===== src/rtl/key_blink_pkg.sv =====
// Shared encodings for the key hold classifier: event class codes and channel FSM states.
package key_blink_pkg;

    localparam logic [1:0] CLS_SHORT = 2'd0;
    localparam logic [1:0] CLS_MID   = 2'd1;
    localparam logic [1:0] CLS_LONG  = 2'd2;

    typedef enum logic [1:0] {
        ST_IDLE  = 2'd0,
        ST_HOLD  = 2'd1,
        ST_BLINK = 2'd2
    } ch_state_t;

endpackage


===== src/rtl/key_blink_ch.sv =====
// One key/LED channel: 2-flop sync, debounce, IDLE/HOLD/BLINK FSM and counters; the event is a
// one-cycle pulse, 2+DEBOUNCE_CYC cycles after the raw release, with no backpressure. KEY_HOLD_IND_EN lights the LED in HOLD from T1_CYC on.
module key_blink_ch
    import key_blink_pkg::*;
#(
    parameter int CNT_W           = 32,
    parameter int DEBOUNCE_CYC    = 1_000_000,
    parameter int T1_CYC          = 50_000_000,
    parameter int T2_CYC          = 100_000_000,
    parameter int HALF_PERIOD_CYC = 25_000_000,
    parameter int BLINKS_SHORT    = 5,
    parameter int BLINKS_MID      = 10,
    parameter int BLINKS_LONG     = 20
) (
    input  logic       clk_i,
    input  logic       rst_i,
    input  logic       key_i,
    output logic       led_o,
    output logic       busy_o,
    output logic       ev_valid_o,
    output logic [1:0] ev_class_o
);

    localparam logic [CNT_W-1:0] DB_LAST   = CNT_W'(DEBOUNCE_CYC - 1);
    localparam logic [CNT_W-1:0] T1_V      = CNT_W'(T1_CYC);
    localparam logic [CNT_W-1:0] T2_V      = CNT_W'(T2_CYC);
    localparam logic [CNT_W-1:0] HP_LAST   = CNT_W'(HALF_PERIOD_CYC - 1);
    localparam logic [CNT_W-1:0] TGT_SHORT = CNT_W'(2 * BLINKS_SHORT);
    localparam logic [CNT_W-1:0] TGT_MID   = CNT_W'(2 * BLINKS_MID);
    localparam logic [CNT_W-1:0] TGT_LONG  = CNT_W'(2 * BLINKS_LONG);

    logic             sync1_q, sync2_q;
    logic             db_q, db_d;
    logic [CNT_W-1:0] db_cnt_q, db_cnt_d;
    logic             press_evt, rel_evt;

    ch_state_t        state_q, state_d;
    logic [CNT_W-1:0] hold_cnt_q, hold_cnt_d;
    logic [CNT_W-1:0] half_cnt_q, half_cnt_d;
    logic [CNT_W-1:0] tgl_cnt_q, tgl_cnt_d;
    logic [CNT_W-1:0] target_q, target_d;
    logic             led_q, led_d;
    logic             ev_valid_q, ev_valid_d;
    logic [1:0]       ev_class_q, ev_class_d;

    logic [CNT_W-1:0] hold_inc;
    logic [CNT_W-1:0] tgl_inc;
    logic [1:0]       cls;
    logic [CNT_W-1:0] cls_target;
    logic             hold_ind;

    // Debounce: any cycle where the synced level matches the accepted level restarts the count.
    always_comb begin
        db_d     = db_q;
        db_cnt_d = '0;
        if (sync2_q != db_q) begin
            if (db_cnt_q == DB_LAST) begin
                db_d = sync2_q;
            end else begin
                db_cnt_d = db_cnt_q + 1'b1;
            end
        end
    end

    assign press_evt = db_d & ~db_q;
    assign rel_evt   = ~db_d & db_q;

    // Classification counts the current cycle too, so a debounced hold of N cycles classifies as N.
    assign hold_inc = (hold_cnt_q >= T2_V) ? T2_V : hold_cnt_q + 1'b1;
    assign tgl_inc  = tgl_cnt_q + 1'b1;

    always_comb begin
        if (hold_inc >= T2_V) begin
            cls        = CLS_LONG;
            cls_target = TGT_LONG;
        end else if (hold_inc >= T1_V) begin
            cls        = CLS_MID;
            cls_target = TGT_MID;
        end else begin
            cls        = CLS_SHORT;
            cls_target = TGT_SHORT;
        end
    end

`ifdef KEY_HOLD_IND_EN
    assign hold_ind = (hold_inc >= T1_V);
`else
    assign hold_ind = 1'b0;
`endif

    always_comb begin
        state_d    = state_q;
        hold_cnt_d = hold_cnt_q;
        half_cnt_d = half_cnt_q;
        tgl_cnt_d  = tgl_cnt_q;
        target_d   = target_q;
        led_d      = led_q;
        ev_valid_d = 1'b0;
        ev_class_d = ev_class_q;

        unique case (state_q)
            ST_IDLE: begin
                led_d = 1'b0;
                if (press_evt) begin
                    state_d    = ST_HOLD;
                    hold_cnt_d = '0;
                end
            end
            ST_HOLD: begin
                hold_cnt_d = hold_inc;
                led_d      = hold_ind;
                if (rel_evt) begin
                    state_d    = ST_BLINK;
                    ev_valid_d = 1'b1;
                    ev_class_d = cls;
                    target_d   = cls_target;
                    half_cnt_d = '0;
                    tgl_cnt_d  = '0;
                    led_d      = 1'b0;
                end
            end
            ST_BLINK: begin
                if (press_evt) begin
                    state_d    = ST_HOLD;
                    hold_cnt_d = '0;
                    led_d      = 1'b0;
                end else if (half_cnt_q == HP_LAST) begin
                    half_cnt_d = '0;
                    led_d      = ~led_q;
                    tgl_cnt_d  = tgl_inc;
                    // Target is even, so the final toggle leaves the LED dark as we return to IDLE.
                    if (tgl_inc == target_q) begin
                        state_d = ST_IDLE;
                    end
                end else begin
                    half_cnt_d = half_cnt_q + 1'b1;
                end
            end
            default: begin
                state_d = ST_IDLE;
                led_d   = 1'b0;
            end
        endcase
    end

    always_ff @(posedge clk_i) begin
        if (rst_i) begin
            sync1_q    <= 1'b0;
            sync2_q    <= 1'b0;
            db_q       <= 1'b0;
            db_cnt_q   <= '0;
            state_q    <= ST_IDLE;
            hold_cnt_q <= '0;
            half_cnt_q <= '0;
            tgl_cnt_q  <= '0;
            target_q   <= '0;
            led_q      <= 1'b0;
            ev_valid_q <= 1'b0;
            ev_class_q <= CLS_SHORT;
        end else begin
            sync1_q    <= key_i;
            sync2_q    <= sync1_q;
            db_q       <= db_d;
            db_cnt_q   <= db_cnt_d;
            state_q    <= state_d;
            hold_cnt_q <= hold_cnt_d;
            half_cnt_q <= half_cnt_d;
            tgl_cnt_q  <= tgl_cnt_d;
            target_q   <= target_d;
            led_q      <= led_d;
            ev_valid_q <= ev_valid_d;
            ev_class_q <= ev_class_d;
        end
    end

    assign led_o      = led_q;
    assign busy_o     = (state_q != ST_IDLE);
    assign ev_valid_o = ev_valid_q;
    assign ev_class_o = ev_class_q;

endmodule


===== src/rtl/key_hold_blinker.sv =====
// Multi-channel key hold classifier with LED blink feedback; NUM_CH independent key_blink_ch slices.
// Events fire 2+DEBOUNCE_CYC cycles after raw release, no backpressure; KEY_HOLD_IND_EN adds a HOLD-phase LED indication.
module key_hold_blinker #(
    parameter int NUM_CH          = 2,
    parameter int CNT_W           = 32,
    parameter int DEBOUNCE_CYC    = 1_000_000,
    parameter int T1_CYC          = 50_000_000,
    parameter int T2_CYC          = 100_000_000,
    parameter int HALF_PERIOD_CYC = 25_000_000,
    parameter int BLINKS_SHORT    = 5,
    parameter int BLINKS_MID      = 10,
    parameter int BLINKS_LONG     = 20
) (
    input  logic                  clk,
    input  logic                  rst,
    input  logic [NUM_CH-1:0]     key_in,
    output logic [NUM_CH-1:0]     led_out,
    output logic [NUM_CH-1:0]     busy,
    output logic [NUM_CH-1:0]     ev_valid,
    output logic [2*NUM_CH-1:0]   ev_class
);

    for (genvar i = 0; i < NUM_CH; i++) begin : g_ch
        key_blink_ch #(
            .CNT_W           (CNT_W),
            .DEBOUNCE_CYC    (DEBOUNCE_CYC),
            .T1_CYC          (T1_CYC),
            .T2_CYC          (T2_CYC),
            .HALF_PERIOD_CYC (HALF_PERIOD_CYC),
            .BLINKS_SHORT    (BLINKS_SHORT),
            .BLINKS_MID      (BLINKS_MID),
            .BLINKS_LONG     (BLINKS_LONG)
        ) u_ch (
            .clk_i      (clk),
            .rst_i      (rst),
            .key_i      (key_in[i]),
            .led_o      (led_out[i]),
            .busy_o     (busy[i]),
            .ev_valid_o (ev_valid[i]),
            .ev_class_o (ev_class[2*i +: 2])
        );
    end

endmodule


===== config.mk =====
export PLATFORM = sky130hd
export DESIGN_NAME = key_hold_blinker
export DESIGN_NICKNAME = d
export VERILOG_FILES = /design/src/rtl/key_blink_pkg.sv /design/src/rtl/key_blink_ch.sv /design/src/rtl/key_hold_blinker.sv
export SDC_FILE = /design/constraint.sdc
export NUM_CORES = 1
export LEC_CHECK = 0
export ABC_CLOCK_PERIOD_IN_PS = 3670
export CAP_MARGIN = 20
export CORE_AREA = 4 4 173 175
export DETAILED_ROUTE_END_ITERATION = 8
export DIE_AREA = 0 0 177 179
export GPL_ROUTABILITY_DRIVEN = 0
export HOLD_SLACK_MARGIN = 0.03
export PLACE_DENSITY_LB_ADDON = 0.15
export SLEW_MARGIN = 25
export SYNTH_ARGS = -nofsm -noshare
export SYNTH_HDL_FRONTEND = slang
export SYNTH_HIERARCHICAL = 1
export SYNTH_SLANG_ARGS = --single-unit
export TNS_END_PERCENT = 100

===== constraint.sdc =====
create_clock -name clk -period 3.67 [get_ports clk]
set_clock_uncertainty 0.15 [all_clocks]
set_input_delay 0.734 -clock clk [delete_from_list [all_inputs] [get_ports clk]]
set_output_delay 0.734 -clock clk [all_outputs]
set_load 0.01 [all_outputs]

# == Word-level counts from Yosys, hierarchy flattened ==
# Cells that the tools add are included.
# totals
wordCells,152
ff_bits,338
out_inout_bits,10
in_bits,4
# classes
bitwise_logic,16
eq_ne,26
muxes,46
order_cmp,6
addsub,8
n_reduce_logical,26
# op_table
op,count
$mux W32,16
$pmux W32 S2,6
$add A32 B1 Y32 const B,8
$ge A32 B27 Y1 const B,4
$eq A32 B20 Y1 const B,2
$eq A32 B25 Y1 const B,2
$eq A32 B32 Y1,2
$ge A32 B26 Y1 const B,2
$mux W2,12
$ne A2 B1 Y1 const B,8
$reduce_and A4 Y1,4
$ne A3 B1 Y1 const B,4
$not A1 Y1,12
$pmux W2 S3,2
$reduce_bool A2 Y1,6
$reduce_or A3 Y1,4
$mux W5,2
$mux W1,8
$reduce_and A2 Y1,4
$reduce_or A2 Y1,4
$reduce_and A3 Y1,2
$and A1 B1 Y1,4
$eq A2 B1 Y1 const B,2
$eq A2 B2 Y1 const B,2
other kinds (3),6

# == Logic depth before layout (Yosys ltp) ==
# Gate-level depths: netlist (run 1).
# logic_depth
ltp_word,7
mapped_depth,11

# == Hierarchy ==
# Netlist (run 1), hierarchy kept.
# modules_own_cells
mod,instances,seq_area_each_um2,cells_each,area_each_um2
key_blink_ch at g_ch[0].u_ch,1,2782.7,1019,7758.7
key_blink_ch at g_ch[1].u_ch,1,2782.7,1000,7696.1

# == Worst setup path before layout (run 1) ==
# Ideal clock, no wire load.
# synth_path
path_kind,register to register
start,register g_ch[1].u_ch.hold_cnt_q[1]
end,register g_ch[1].u_ch.ev_class_q[0]
slack_ns,0.885
t_arrival_ns,2.518
period_less_slack_ns,2.785
path_stages_with_launch,11
setup_ns,0.118
required_ns,3.402
cell_sequence,dfxtp_1 -> ha_1 -> nand3_4 -> or4_1 -> buf_2 -> o31ai_2 -> nand3_2 -> o31ai_1 -> a31oi_1 -> or3_1 -> o2111a_1
# synth_between
elab_chain_cells,5
# synth_rtl
element,line_no,text
start: declaration,key_blink_ch.sv:38,"logic [CNT_W-1:0] hold_cnt_q, hold_cnt_d;"
start signal: assignment,key_blink_ch.sv:166,hold_cnt_q <= hold_cnt_d;
$add A32 B1 Y32 / $ge A32 B27 Y1 (equally long branches),key_blink_ch.sv:69,assign hold_inc = (hold_cnt_q >= T2_V) ? T2_V : hold_cnt_q + 1'b1;
$mux W32 (*),key_blink_ch.sv:69,
$ge A32 B26 Y1,key_blink_ch.sv:76,end else if (hold_inc >= T1_V) begin
$mux W1,key_blink_ch.sv:76,
$mux W2 (*),key_blink_ch.sv:73,if (hold_inc >= T2_V) begin
end signal: assignment,key_blink_ch.sv:172,ev_class_q <= ev_class_d;
end: declaration,key_blink_ch.sv:44,"logic [1:0] ev_class_q, ev_class_d;"
# Mark *: on every way between the ends. The rest lies on a longest branch, timed or not.
# A chain may end at the register's enable or synchronous reset.

# == Worst setup path in the final report (run 1) ==
# layout_path
start,register g_ch[0].u_ch.db_cnt_q[13]
end,register g_ch[0].u_ch.half_cnt_q[27]
# layout_between
elab_chain_cells,7
# layout_rtl
element,line_no,text
start: declaration,key_blink_ch.sv:34,"logic [CNT_W-1:0] db_cnt_q, db_cnt_d;"
start signal: assignment,key_blink_ch.sv:164,db_cnt_q <= db_cnt_d;
$eq A32 B20 Y1 (*),key_blink_ch.sv:57,if (db_cnt_q == DB_LAST) begin
$mux W1 (*),key_blink_ch.sv:57,
$mux W1 (*),key_blink_ch.sv:56,if (sync2_q != db_q) begin
$not A1 Y1,key_blink_ch.sv:66,assign rel_evt = ~db_d & db_q;
$and A1 B1 Y1,key_blink_ch.sv:66,
$ne A2 B1 Y1 (no line),-,
$reduce_and A3 Y1 (no line) (*),-,
end signal: assignment,key_blink_ch.sv:167,half_cnt_q <= half_cnt_d;
end: declaration,key_blink_ch.sv:39,"logic [CNT_W-1:0] half_cnt_q, half_cnt_d;"
# Marked as above.

==> qor.csv, run 1 <==
metric,value,unit
outcome,completed,
Hold Path Stages,1,
htree depth,1,
setup fix buffers added after clock tree synthesis,0,
Setup Crit Path Kind,reg2reg,
Static Leakage,5.60,nW
clock latency reported for the late side of the worst-skew pair,560,ps
Finish-stage setup viols,0,
most used flip-flop cell after synthesis,dfxtp_1,
fraction of the yosys area taken by sequential cells,0.360,
endpoint class of the critical path,flop,
clock tree from TritonCTS,done,
Fillers,2666,
area of the core region,28500,um^2
cell area after placement,15800,um^2
routed len/inst,15.3,um
clock tree root buffer cell,clkbuf_16,
Synth Area per Inst,7.65,um^2
number of gates resized after CTS,0,
vias per cell,5.97,
maximum ir drop on the vdd rail,334,uV
starting density of the core,0.543,
hold violation count in the final report,0,
Min-Delay Path Class,reg2reg,
aggregate global routing overflow,0,
total via count in the routed design,14200,
ports placed on the boundary,14,
wire length of the first global-routing pass,62.3,mm
combined global-route utilization of all metal layers,0.225,
setup repair after global routing missed its margin,false,
wire length after detailed routing,36.4,mm
Hold Buf Count CTS,0,
final period utilization,0.841,
fraction of post-synthesis cell area in the top cell type by area,0.360,
placement row count,62,
Die Footprint,31700,um^2
power per unit of standard cell area,379,nW/um^2
Buffers on Ports,13,
slew at the pin closest to its max-slew limit,1050,ps
Post-Syn Instances,2019,
total negative setup slack,0,ps
time the worst path needs with I/O delays and setup,3090,ps
fraction of registers with async set/reset,0,
clock-pin transition on the worst setup and hold timing paths,60,ps
number of DRC violations after detailed routing,0,
post-synthesis to final-layout area growth,9.45,%
total clock buffers created by CTS,31,
via count of the first global-routing pass,13100,
Hold Worst Slack,296,ps
"leading cell types in the layout, fill and taps excluded","278 x dfxtp_1, 255 x nor2_1, 167 x a21oi_1",
dominant cells by area after synthesis,"dfxtp_1 36%, nor2_1 6.2%, a21oi_1 5.4%, xnor2_1 4.7%, o21ai_0 4.6%",
pin count of the biggest net entering global routing,73,
number of max-cap violations,0,
Antenna Violating Nets Remaining,0,
post-route cell area,16900,um^2
critical path arrival,3370,ps
number of antenna violations at the first check in global routing,0,
post-synth top area cell,dfxtp_1,
Synth cell types,83,
Detailed Routing Iterations Pass 1,5,
fraction of final layout cells with drive strength greater than 1,0.0695,
relative slew slack,0.297,
Power Total,6.42,mW
die width,177,um
synthesized flop and latch total,278,
Detail Placement HPWL,24.3,mm
Chip Height,179,um
summed instance area of the synthesized netlist,15500,um^2
highest attainable clock frequency,324,MHz
total number of yosys warnings,6,
number of cells traversed by the worst register-to-register path,8,
CP Launch Type,flop,
Max Transition Viols Final,0,
"leading cell type in the layout, fill and taps excluded",dfxtp_1,
TritonCTS sink count,278,
violation count after the first detailed-route iteration,975,
Bufs on Longest Clock Path,3,
Nets,1989,
required time worst endpoint,3950,ps
Post-Synthesis Net Count,2033,
"EDFF count, synth",0,
top fanout value on the critical path,8,
number of inserted diodes,0,
[routing by layer]
metal / share of wire / routed length, um / vias up / global-route usage
met5: 0 / 0 / - / 0
met4: 0.017 / 633 / 0 / 0.0500
met3: 0.036 / 1290 / 56 / 0.0283
met2: 0.48 / 17400 / 254 / 0.392
met1: 0.47 / 17200 / 6753 / 0.302
li1: - / - / 7164 / -
[path summary, 6_finish.rpt]
kind,slack (ps),from,to
worst max register to register,580,g_ch[0].u_ch/db_cnt_q[13],g_ch[0].u_ch/half_cnt_q[27]
worst min register to register,300,g_ch[0].u_ch/sync1_q,g_ch[0].u_ch/sync2_q
worst max-delay path,580,g_ch[0].u_ch/db_cnt_q[13],g_ch[0].u_ch/half_cnt_q[27]
worst min-delay path,300,g_ch[0].u_ch/sync1_q,g_ch[0].u_ch/sync2_q
[through the flow]
step / setup WS [ps] / cells / util
2_1_floorplan: 885 / 2019 / -
3_3_place_gp: 624 / 2326 / 0.556
3_5_place_dp: 611 / 2326 / 0.556
4_1_cts: 590 / 2384 / 0.594
5_1_grt: 277 / 2384 / 0.594
6_report: 584 / 2384 / 0.594
[sequential cells by signal, indices dropped and copies added (netlist names)]
register / cells
g_ch.u_ch/target_q: 6
g_ch.u_ch/db_q: 2
g_ch.u_ch/sync2_q: 2
g_ch.u_ch/ev_valid_o: 2
g_ch.u_ch/state_q: 4
g_ch.u_ch/db_cnt_q: 64
g_ch.u_ch/sync1_q: 2
g_ch.u_ch/hold_cnt_q: 64
g_ch.u_ch/tgl_cnt_q: 64
g_ch.u_ch/half_cnt_q: 64
g_ch.u_ch/ev_class_o: 2
g_ch.u_ch/led_o: 2
[cells by family after synthesis]
logic type | Yosys count | synth area share
AOI/OAI and AO/OA | 433 | 0.165
xor gates and xnor gates | 157 | 0.0890
adders and majority gates | 10 | 0.00810
buffers and inverters | 168 | 0.0440
DFF | 278 | 0.360
muxes | 8 | 0.00526
and+or+nand+nor | 965 | 0.329
[report_power, final]
part	internal (mW)	leakage [nW]	switching [mW]	total [mW]
Combinational	0.0271	2.83	0.0869	0.114
Clock	2.02	0.538	1.26	3.28
Sequential	3.02	2.24	0.00489	3.03
[cell usage after synthesis, types with 8 or more instances]
master / instances
inv_1: 40
a21oi_1: 167
buf_2: 20
a31oi_1: 29
a211oi_1: 9
dfxtp_1: 278
nand4_1: 65
nor3_1: 63
and4_1: 23
or3_1: 45
nand2_1: 154
xor2_1: 74
and3_1: 54
and2_1: 29
or2_2: 12
nor2_1: 255
a22oi_1: 12
nor4b_1: 8
nor4_1: 47
nor2b_1: 11
o31ai_1: 10
clkbuf_1: 97
nand3_1: 109
nand4b_1: 8
or4_1: 25
o21ai_0: 141
xnor2_1: 83
ha_1: 10
nand3b_1: 24
[worst max-delay path, stage by stage, from the launching register on]
cell and delay [ps]:
dfxtp_1 350, nor4b_1 460, nand2_1 150, or4_1 630, a32o_1 320, o211ai_1 540
nor3_1 140, xnor2_1 160, nor2_1 50
[final cells by class]
cell class	instances	area [um^2]	area share
Timing Repair Buffer	51	413	0.0244
Sequential cell	278	5570	0.329
Multi-Input combinational cell	1573	9220	0.545
Tap cell	384	480	0.0284
Inverter	40	150	0.00888
Clock inverter	16	214	0.0126
Clock buffer	42	877	0.0519
Power figures use the tool's default switching activity.
==> inputs of run 2 (changes only) <==
ABC_CLOCK_PERIOD_IN_PS = 3000   (was 3670)
clock period = 3 ns   (was 3.67 ns; I/O delays follow)
==> run 2 against run 1 <==
Effect of this change: combinational power increased by 26%; highest routed layer unchanged; critical endpoint is now g_ch[1].u_ch/state_q[1]; non-clock buffer count rose by 94; wire length up 5.5%; clock-buffer cell count shrank 4; critical path type unchanged; largest cell class unchanged.
==> qor.csv, run 2 (synthesis results as in run 1) <==
metric,value,unit,change
aggregate global routing overflow,0,,unchanged
endpoint class of the critical path,flop,,unchanged
top fanout value on the critical path,3,,was 8
power per unit of standard cell area,434,nW/um^2,was 379 nW/um^2
htree depth,1,,unchanged
time the worst path needs with I/O delays and setup,2850,ps,was 3090 ps
total clock buffers created by CTS,30,,was 31
worst slack after detailed placement,-142,ps,was 611 ps
outcome,completed,,unchanged
Finish-stage setup viols,0,,unchanged
relative slew slack,0.582,,was 0.297
Min-Delay Path Class,in2reg,,was reg2reg
number of cells traversed by the worst register-to-register path,8,,unchanged
final period utilization,0.951,,was 0.841
post-route cell area,17700,um^2,was 16900 um^2
die width,177,um,unchanged
Critical Path Start,g_ch[1].u_ch/half_cnt_q[9],,was g_ch[0].u_ch/db_cnt_q[13]
Power Total,7.68,mW,was 6.42 mW
slack of the worst reg-to-reg path,150,ps,was 580 ps
Chip Height,179,um,unchanged
vias per cell,5.94,,was 5.97
pin count of the biggest net entering global routing,55,,was 73
ports placed on the boundary,14,,unchanged
fraction of final layout cells with drive strength greater than 1,0.118,,was 0.0695
number of antenna violations at the first check in global routing,0,,unchanged
worst-case setup margin in the final layout,146,ps,was 584 ps
via count of the first global-routing pass,13600,,was 13100
required time worst endpoint,3290,ps,was 3950 ps
area of the core region,28500,um^2,unchanged
sequential cell area in the final layout,5570,um^2,about the same
"leading cell types in the layout, fill and taps excluded","274 x dfxtp_1, 255 x nor2_1, 166 x a21oi_1",,"was 278 x dfxtp_1, 255 x nor2_1, 167 x a21oi_1"
Detailed Routing Iterations Pass 1,5,,unchanged
Antenna Violating Nets Remaining,0,,unchanged
clock tree from TritonCTS,done,,unchanged
endpoint of the most critical register-to-register path,g_ch[1].u_ch/state_q[1],,was g_ch[0].u_ch/half_cnt_q[27]
Multi-input gate area,9330,um^2,was 9220 um^2
number of DRC violations after detailed routing,0,,unchanged
hold wc startpoint,rst,,was g_ch[0].u_ch/sync1_q
clock-pin transition on the worst setup and hold timing paths,60,ps,about the same
post-synthesis to final-layout area growth,14.4,%,was 9.45%
cell area after placement,16500,um^2,was 15800 um^2
hold violation count in the final report,0,,unchanged
slew at the pin closest to its max-slew limit,626,ps,was 1050 ps
setup fix buffers added after clock tree synthesis,0,,unchanged
wire length after detailed routing,38.5,mm,was 36.4 mm
Hold Path Stages,3,,was 1
sink of the worst hold path,g_ch[0].u_ch/db_cnt_q[1],,was g_ch[0].u_ch/sync2_q
placement row count,62,,unchanged
clock tree root buffer cell,clkbuf_16,,unchanged
Static Leakage,6.07,nW,was 5.60 nW
clock latency reported for the late side of the worst-skew pair,570,ps,was 560 ps
Max Transition Viols Final,0,,unchanged
Nets,2083,,was 1989
Bufs on Longest Clock Path,3,,unchanged
Hold Buf Count CTS,0,,unchanged
FF-to-FF Start,g_ch[1].u_ch/half_cnt_q[9],,was g_ch[0].u_ch/db_cnt_q[13]
highest attainable clock frequency,350,MHz,was 324 MHz
Buffers on Ports,13,,unchanged
Setup Crit Path Kind,reg2reg,,unchanged
starting density of the core,0.543,,unchanged
critical path arrival,3140,ps,was 3370 ps
maximum ir drop on the vdd rail,562,uV,was 334 uV
wire length of the first global-routing pass,64.0,mm,was 62.3 mm
"leading cell type in the layout, fill and taps excluded",dfxtp_1,,unchanged
Die Footprint,31700,um^2,unchanged
combined global-route utilization of all metal layers,0.233,,was 0.225
Detail Placement HPWL,25.5,mm,was 24.3 mm
violation count after the first detailed-route iteration,954,,was 975
TritonCTS sink count,278,,unchanged
CP Launch Type,flop,,unchanged
routed len/inst,15.5,um,was 15.3 um
Fillers,2571,,was 2666
number of max-cap violations,0,,unchanged
total via count in the routed design,14700,,was 14200
number of inserted diodes,0,,unchanged
run 2: cell types whose count changed in the layout (fill, tap and decap cells not counted), moves of 2 or more:
cell,delta
buf_4,+93
nor4b_2,+2
dfxtp_2,+4
clkbuf_8,-4
nor3_2,+2
nor3_1,-2
dfxtp_1,-4
nor4_4,+2
nor4b_1,-2
run 2: power breakdown:
| group | switching, mW | total (mW) | internal [mW] |
|---|---|---|---|
| Clock | 1.55 | 3.83 | 2.28 |
| Sequential | 0.00780 | 3.71 | 3.70 |
| Combinational | 0.107 | 0.144 | 0.0369 |
run 2: metrics by stage:
step	TNS [ps]	cells	hold WS, ps	util
after floorplan	0	2019	264	-
after global placement	-67.9	2420	281	0.581
after detailed placement	-270	2420	282	0.581
after CTS	0	2474	278	0.617
after global routing	-0.273	2475	320	0.621
final	0	2475	308	0.621
run 2: final cells by class:
cell class	count	area share
Clock buffer	38	0.0465
Clock inverter	16	0.0110
Inverter	40	0.00849
Multi-Input combinational cell	1574	0.528
Sequential cell	278	0.315
Tap cell	384	0.0272
Timing Repair Buffer	145	0.0640
run 2: worst max-delay path by stage:
stage	endpoint	slack, ps	cells past startpoint
finish	g_ch[1].u_ch/state_q[1]	150	8
global route	g_ch[0].u_ch/half_cnt_q[4]	-0.3	9
CTS	g_ch[1].u_ch/half_cnt_q[29]	30	10
detailed placement	g_ch[1].u_ch/half_cnt_q[27]	-140	8
global placement	g_ch[1].u_ch/half_cnt_q[31]	-40	8
floorplan	g_ch[1].u_ch/ev_class_o[0]	210	10
run 2: repair_timing:
| action | 4_1_cts | 5_1_grt |
|---|---|---|
| gates resized for setup | 1 | 20 |
| pin swaps | 0 | 1 |
| endpoints found under the setup margin | 2 | 63 |
| gates cloned | 0 | 1 |
| hold endpoints to repair | 0 | 0 |
run 2: per-layer routing:
| metal | share of wire | track usage |
|---|---|---|
| met3 | 0.038 | 0.0245 |
| met4 | 0.019 | 0.0577 |
| met2 | 0.48 | 0.405 |
| met5 | 0 | 0 |
| met1 | 0.47 | 0.312 |
run 2: critical path: stages, from the launching register on:
cell and delay [ps]:
dfxtp_1 330, or4_1 570, nor4_4 270, buf_4 160, nand3_1 110, or4_1 570
nor3_1 160, nand4_1 150, o31a_1 270
